$ cat src/rtl/div_sequencer.sv
`timescale 1ns/1ps
`default_nettype none
// ============================================================================
//  Module   : div_sequencer
//  Purpose  : Multi-cycle radix-2 restoring divider for DIV/DIVU/REM/REMU,
//             stalling the execute stage until the result is ready.
//  Revision : 1.0  initial release
// ============================================================================
module div_sequencer #(
    parameter int XLEN  = 32,
    parameter int CNT_W = 6
) (
    input  logic            CLK,
    input  logic            nrst,
    input  logic            flush,
    input  logic            load_hazard,
    input  logic            start,
    input  logic [1:0]      div_op,
    input  logic [XLEN-1:0] op_a,
    input  logic [XLEN-1:0] op_b,
    output logic [XLEN-1:0] res,
    output logic            busy,
    output logic            done,
    output logic            div_stall
);

    typedef enum logic [1:0] {
        S_IDLE = 2'd0,
        S_CALC = 2'd1,
        S_FIX  = 2'd2,
        S_DONE = 2'd3
    } state_t;

    localparam logic [XLEN-1:0]  c_int_min  = {1'b1, {(XLEN-1){1'b0}}};
    localparam logic [CNT_W-1:0] c_cnt_init = CNT_W'(XLEN-1);

    state_t            r_state, w_next_state;
    logic [1:0]        r_op;
    logic              r_sign_a, r_sign_b;
    logic [XLEN-1:0]   r_b, r_rem, r_quo, r_res;
    logic [CNT_W-1:0]  r_cnt;

    // div_op[0]=0 selects the signed flavours (DIV/REM); div_op[1]=1 selects remainder
    logic              w_signed, w_neg_a, w_neg_b, w_accept, w_div_zero, w_ovf, w_special;
    logic [XLEN-1:0]   w_abs_a, w_abs_b, w_quo_fix, w_rem_fix;
    logic [XLEN:0]     w_trial;

    assign w_signed   = ~div_op[0];
    assign w_neg_a    = w_signed & op_a[XLEN-1];
    assign w_neg_b    = w_signed & op_b[XLEN-1];
    assign w_abs_a    = w_neg_a ? -op_a : op_a;
    assign w_abs_b    = w_neg_b ? -op_b : op_b;
    assign w_accept   = (r_state == S_IDLE) & start & ~load_hazard & ~flush;
    assign w_div_zero = (op_b == '0);
    assign w_ovf      = w_signed & (op_a == c_int_min) & (op_b == '1);
    assign w_special  = w_div_zero | w_ovf;

    assign w_trial    = {r_rem, r_quo[XLEN-1]} - {1'b0, r_b};
    assign w_quo_fix  = (~r_op[0] & (r_sign_a ^ r_sign_b)) ? -r_quo : r_quo;
    assign w_rem_fix  = (~r_op[0] & r_sign_a) ? -r_rem : r_rem;

    always_ff @(posedge CLK) begin
        if (!nrst) r_state <= S_IDLE;
        else       r_state <= w_next_state;
    end

    always_comb begin
        w_next_state = r_state;
        case (r_state)
            S_IDLE:  if (w_accept) w_next_state = w_special ? S_DONE : S_CALC;
            S_CALC:  if (r_cnt == '0) w_next_state = S_FIX;
            S_FIX:   w_next_state = S_DONE;
            S_DONE:  w_next_state = S_IDLE;
            default: w_next_state = S_IDLE;
        endcase
        if (flush) w_next_state = S_IDLE;
    end

    // Flush freezes the datapath; only the state register is redirected.
    always_ff @(posedge CLK) begin
        if (!nrst) begin
            r_op     <= '0;
            r_sign_a <= 1'b0;
            r_sign_b <= 1'b0;
            r_b      <= '0;
            r_rem    <= '0;
            r_quo    <= '0;
            r_res    <= '0;
            r_cnt    <= '0;
        end else if (!flush) begin
            case (r_state)
                S_IDLE: begin
                    if (w_accept) begin
                        r_op     <= div_op;
                        r_sign_a <= w_neg_a;
                        r_sign_b <= w_neg_b;
                        r_b      <= w_abs_b;
                        if (w_div_zero)
                            r_res <= div_op[1] ? op_a : '1;
                        else if (w_ovf)
                            r_res <= div_op[1] ? '0 : c_int_min;
                        else begin
                            r_rem <= '0;
                            r_quo <= w_abs_a;
                            r_cnt <= c_cnt_init;
                        end
                    end
                end
                S_CALC: begin
                    if (!w_trial[XLEN])
                        r_rem <= w_trial[XLEN-1:0];
                    else
                        r_rem <= {r_rem[XLEN-2:0], r_quo[XLEN-1]};
                    r_quo <= {r_quo[XLEN-2:0], ~w_trial[XLEN]};
                    if (r_cnt != '0) r_cnt <= r_cnt - CNT_W'(1);
                end
                S_FIX: begin
                    r_res <= r_op[1] ? w_rem_fix : w_quo_fix;
                end
                default: ;
            endcase
        end
    end

    assign res       = r_res;
    assign busy      = (r_state == S_CALC) | (r_state == S_FIX);
    assign done      = (r_state == S_DONE);
    assign div_stall = start & ~done;

endmodule
`default_nettype wire

$ cat config.mk
export PLATFORM = sky130hd
export DESIGN_NAME = div_sequencer
export DESIGN_NICKNAME = d
export VERILOG_FILES = /design/src/rtl/div_sequencer.sv
export SDC_FILE = /design/constraint.sdc
export NUM_CORES = 1
export LEC_CHECK = 0
export BUFFER_PORTS_ARGS = -buffer_cell sky130_fd_sc_hd__buf_4
export CAP_MARGIN = 20
export CELL_PAD_IN_SITES_DETAIL_PLACEMENT = 0
export CELL_PAD_IN_SITES_GLOBAL_PLACEMENT = 1
export CORE_MARGIN = 5
export CORE_UTILIZATION = 45
export DETAILED_ROUTE_END_ITERATION = 6
export HOLD_SLACK_MARGIN = 0.12
export PLACE_DENSITY = 0.92
export REMOVE_ABC_BUFFERS = 1
export SYNTH_ARGS = -nofsm -noshare
export SYNTH_HDL_FRONTEND = slang
export SYNTH_SLANG_ARGS = --single-unit
$ cat constraint.sdc
create_clock -name CLK -period 3.8 [get_ports CLK]
set_input_delay 0.76 -clock CLK [delete_from_list [all_inputs] [get_ports CLK]]
set_output_delay 0.76 -clock CLK [all_outputs]
set_load 0.05 [all_outputs]
==> impl_metrics.ini <==
[final_layout]
final_area_sq_um = 13100
n_fill_cell = 2498
fin_nets = 1681
diodes = 0
syn_to_final_growth_pct = 14.3
drive_gt1_frac = 0.129
final_common_cell = nand2_1
final_cell_mix = nand2_1 (153), o21ai_0 (139), dfxtp_1 (139)

[worst_hold_path]
hold_path_depth = 2
min_path_type = reg -> reg

[die]
die_width_um = 169
dieHeight_um = 169
fp.coreArea_sq_um = 25100
rows = 58
die-area_sq_um = 28700
ios = 106
initial_core_util = 0.455

[worst_setup_path]
critPathLaunchType = flop
path_cells = inv_1 -> ha_1 -> fa_1 -> nand2b_1 -> a21o_1 -> a21oi_2 -> o211ai_1 -> and3_1 -> or3_1 -> buf_4 -> a221o_1 -> a21boi_1
path_class = reg -> reg
end_kind = flop
worst_ep_required_time_ns = 4.16
max_stage_delay_ns = 0.41
reg2regPathDepth = 12
path_max_fanout = 6
cp.arrival_ns = 3.79
slowest_stage = fa_1

[pwr]
p_sw_frac = 0.312
p_leak_nw = 5.46
power_per_cell_area_nw_per_um2 = 319
seqPwrFrac = 0.370
ir_drop_mv = 0.220
power_switching_mw = 1.30
p_clk_frac = 0.405
pwr-share-comb = 0.225
p_int_mw = 2.87

[synthesis]
yosysWarnings = 0
syn_inst = 1505
ys_async_sr_fraction = 0
ys_ff_latch = 140
synth_top_area_frac = 0.245
syn_avg_cell_area_sq_um = 7.59
yosysTopAreaCell = dfxtp_1
synth_flop_cell = dfxtp_1
synth_seq_area_share = 0.245
yosysUniqueCellTypes = 82
synth_edf_count = 0
synthTopCellsByArea = dfxtp_1 (25%), xnor2_1 (6.2%), o21ai_0 (6.1%), nand2_1 (5.0%), ha_1 (4.7%)
synth_area_sq_um = 11400

[timing]
fin_tns_setup_ns = 0
fin_crit_ns = 3.44
fin_crit_sh = 0.905
worst_pin_slew_ns = 1.10
finalMaxSlewViolations = 0
setup_viol = 0
max_freq_ghz = 0.291
timing.slew.headroom = 0.267
rsz0062_at_grt = false
skew_ns = 0.0100
hold_viol = 0

[grt]
grt_overflow = 0
grt_antenna_before_repair = 0
grt_start_max_net_pins = 67
grt_pass1_vias = 10700
grt_first_pass_wirelength_mm = 55.1
gr-usage-all-layers = 0.232

[route]
vias = 11200
wl_per_cell_um = 17.7
drc_errors = 0
firstDrtPassIters = 7
met1_length_mm = 15.5
postRouteAntennaNets = 0
wl_met2_mm = 15.9
top_layer_used = met4
drt_iter0_markers = 967
viasPerCell = 5.88
drt_wl_total_mm = 33.8
met3_length_mm = 1.61

[clock_network]
clockRootBuffer = clkbuf_16
clock_latency_ns = 0.43
clkTransAtPathRegs_ns = 0.06
cts_tree = done
cts_num_sinks = 140
postCtsSetupBuffers = 0
cts_buffers = 17
clk_path_buf_depth = 2
cts_resized = 0
cts-hold-fix-buffers = 0
htreeDepth = 4

[placement]
port_buffers = 105
gp_congestion = 0.924
place_area_sq_um = 12500
dpl.hpwl_mm = 25.2

[status]
status = finished, final reports clean

[flow_run]
drv_cap = 0
[state kept, by name (all words and copies together) (netlist names), 2 cells and up]
name     count
r_state      2
r_b         32
r_quo       32
res         32
r_op         2
r_cnt        6
r_rem       32
[cell usage after synthesis, types with 5 or more instances]
cell / n
or4_1: 14
mux2i_1: 37
inv_1: 66
o211a_1: 42
buf_2: 13
a21o_1: 19
xor2_1: 58
o41ai_1: 7
buf_1: 6
a21boi_0: 8
o311ai_1: 7
and2_1: 30
ha_1: 43
nor3_1: 37
o211ai_1: 31
o21ai_0: 139
and3_1: 11
nand4_1: 16
or3_1: 14
o31ai_1: 24
or2_2: 6
clkbuf_1: 66
a32oi_1: 8
a21boi_1: 5
o21a_1: 8
nand3_1: 25
a31oi_1: 38
a221o_1: 5
buf_6: 6
nand2b_1: 18
a21oi_1: 95
nor2_1: 116
dfxtp_1: 140
xnor2_1: 81
nand2_1: 153
buf_4: 6
nor4_1: 9
nor2b_1: 17
[logic make-up (layout without fill, tap and decap cells)]
kind of cell    count (synthesis)  in the layout  share of synthesized area
buf+inv                       164            238                     0.0613
xor+xnor                      139            139                      0.107
flops                         140            140                      0.245
mux                            38             38                     0.0337
fa+ha+maj                      44             44                     0.0488
compound gates                486            486                      0.287
simple gates                  494            494                      0.217
[area by class of cell]
class / instances / area, sq um / share of cell area
timing repair buffer: 140 / 1090 / 0.0831
inverter: 66 / 248 / 0.0190
tap: 330 / 413 / 0.0316
clock buffer: 19 / 443 / 0.0339
clock inverter: 13 / 143 / 0.0109
multi-input combinational: 1201 / 7930 / 0.607
sequential: 140 / 2800 / 0.215
[per-layer routing]
| metal | track usage | up-vias |
|---|---|---|
| met5 | 0 | - |
| met1 | 0.317 | 5318 |
| met2 | 0.383 | 304 |
| met3 | 0.0300 | 54 |
| met4 | 0.0718 | 0 |
| li1 | - | 5554 |
[path summary, 6_finish.rpt]
path / to / slack (ns) / from
max: r_rem[0] / 0.36 / r_quo[31]
min: r_b[31] / 0.46 / r_b[31]
max reg2reg: r_rem[0] / 0.36 / r_quo[31]
min reg2reg: r_b[31] / 0.46 / r_b[31]
[through the flow]
stage | worst slack (ns) | util | std cells | hold WS, ns | total power, mW
after detailed placement | 0.292 | 0.497 | 1876 | 0.446 | 2.50
after CTS | 0.405 | 0.520 | 1908 | 0.455 | 4.18
after global placement | 0.340 | 0.497 | 1876 | 0.439 | 2.48
after global routing | 0.175 | 0.520 | 1909 | 0.482 | 4.36
final | 0.363 | 0.520 | 1909 | 0.465 | 4.17
after floorplan | -0.220 | - | 1407 | 0.422 | 2.18
[critical path: cells and delay by family, from the launching register on]
kind | cells | cell delay (ns)
AOI/OAI and AO/OA | 5 | 1.16
buffers and inverters | 2 | 0.34
and+or+nand+nor | 3 | 0.83
adders and majority gates | 2 | 0.65
DFF | 1 | 0.37
[power by group through the flow]
stage	logic, mW	clock network, mW	registers [mW]
after floorplan	0.614	0	1.57
after global placement	0.911	0	1.57
after detailed placement	0.924	0	1.57
after CTS	0.930	1.71	1.54
after global routing	1.04	1.77	1.55
final	0.938	1.69	1.54
(Power assumes the default switching activity.)
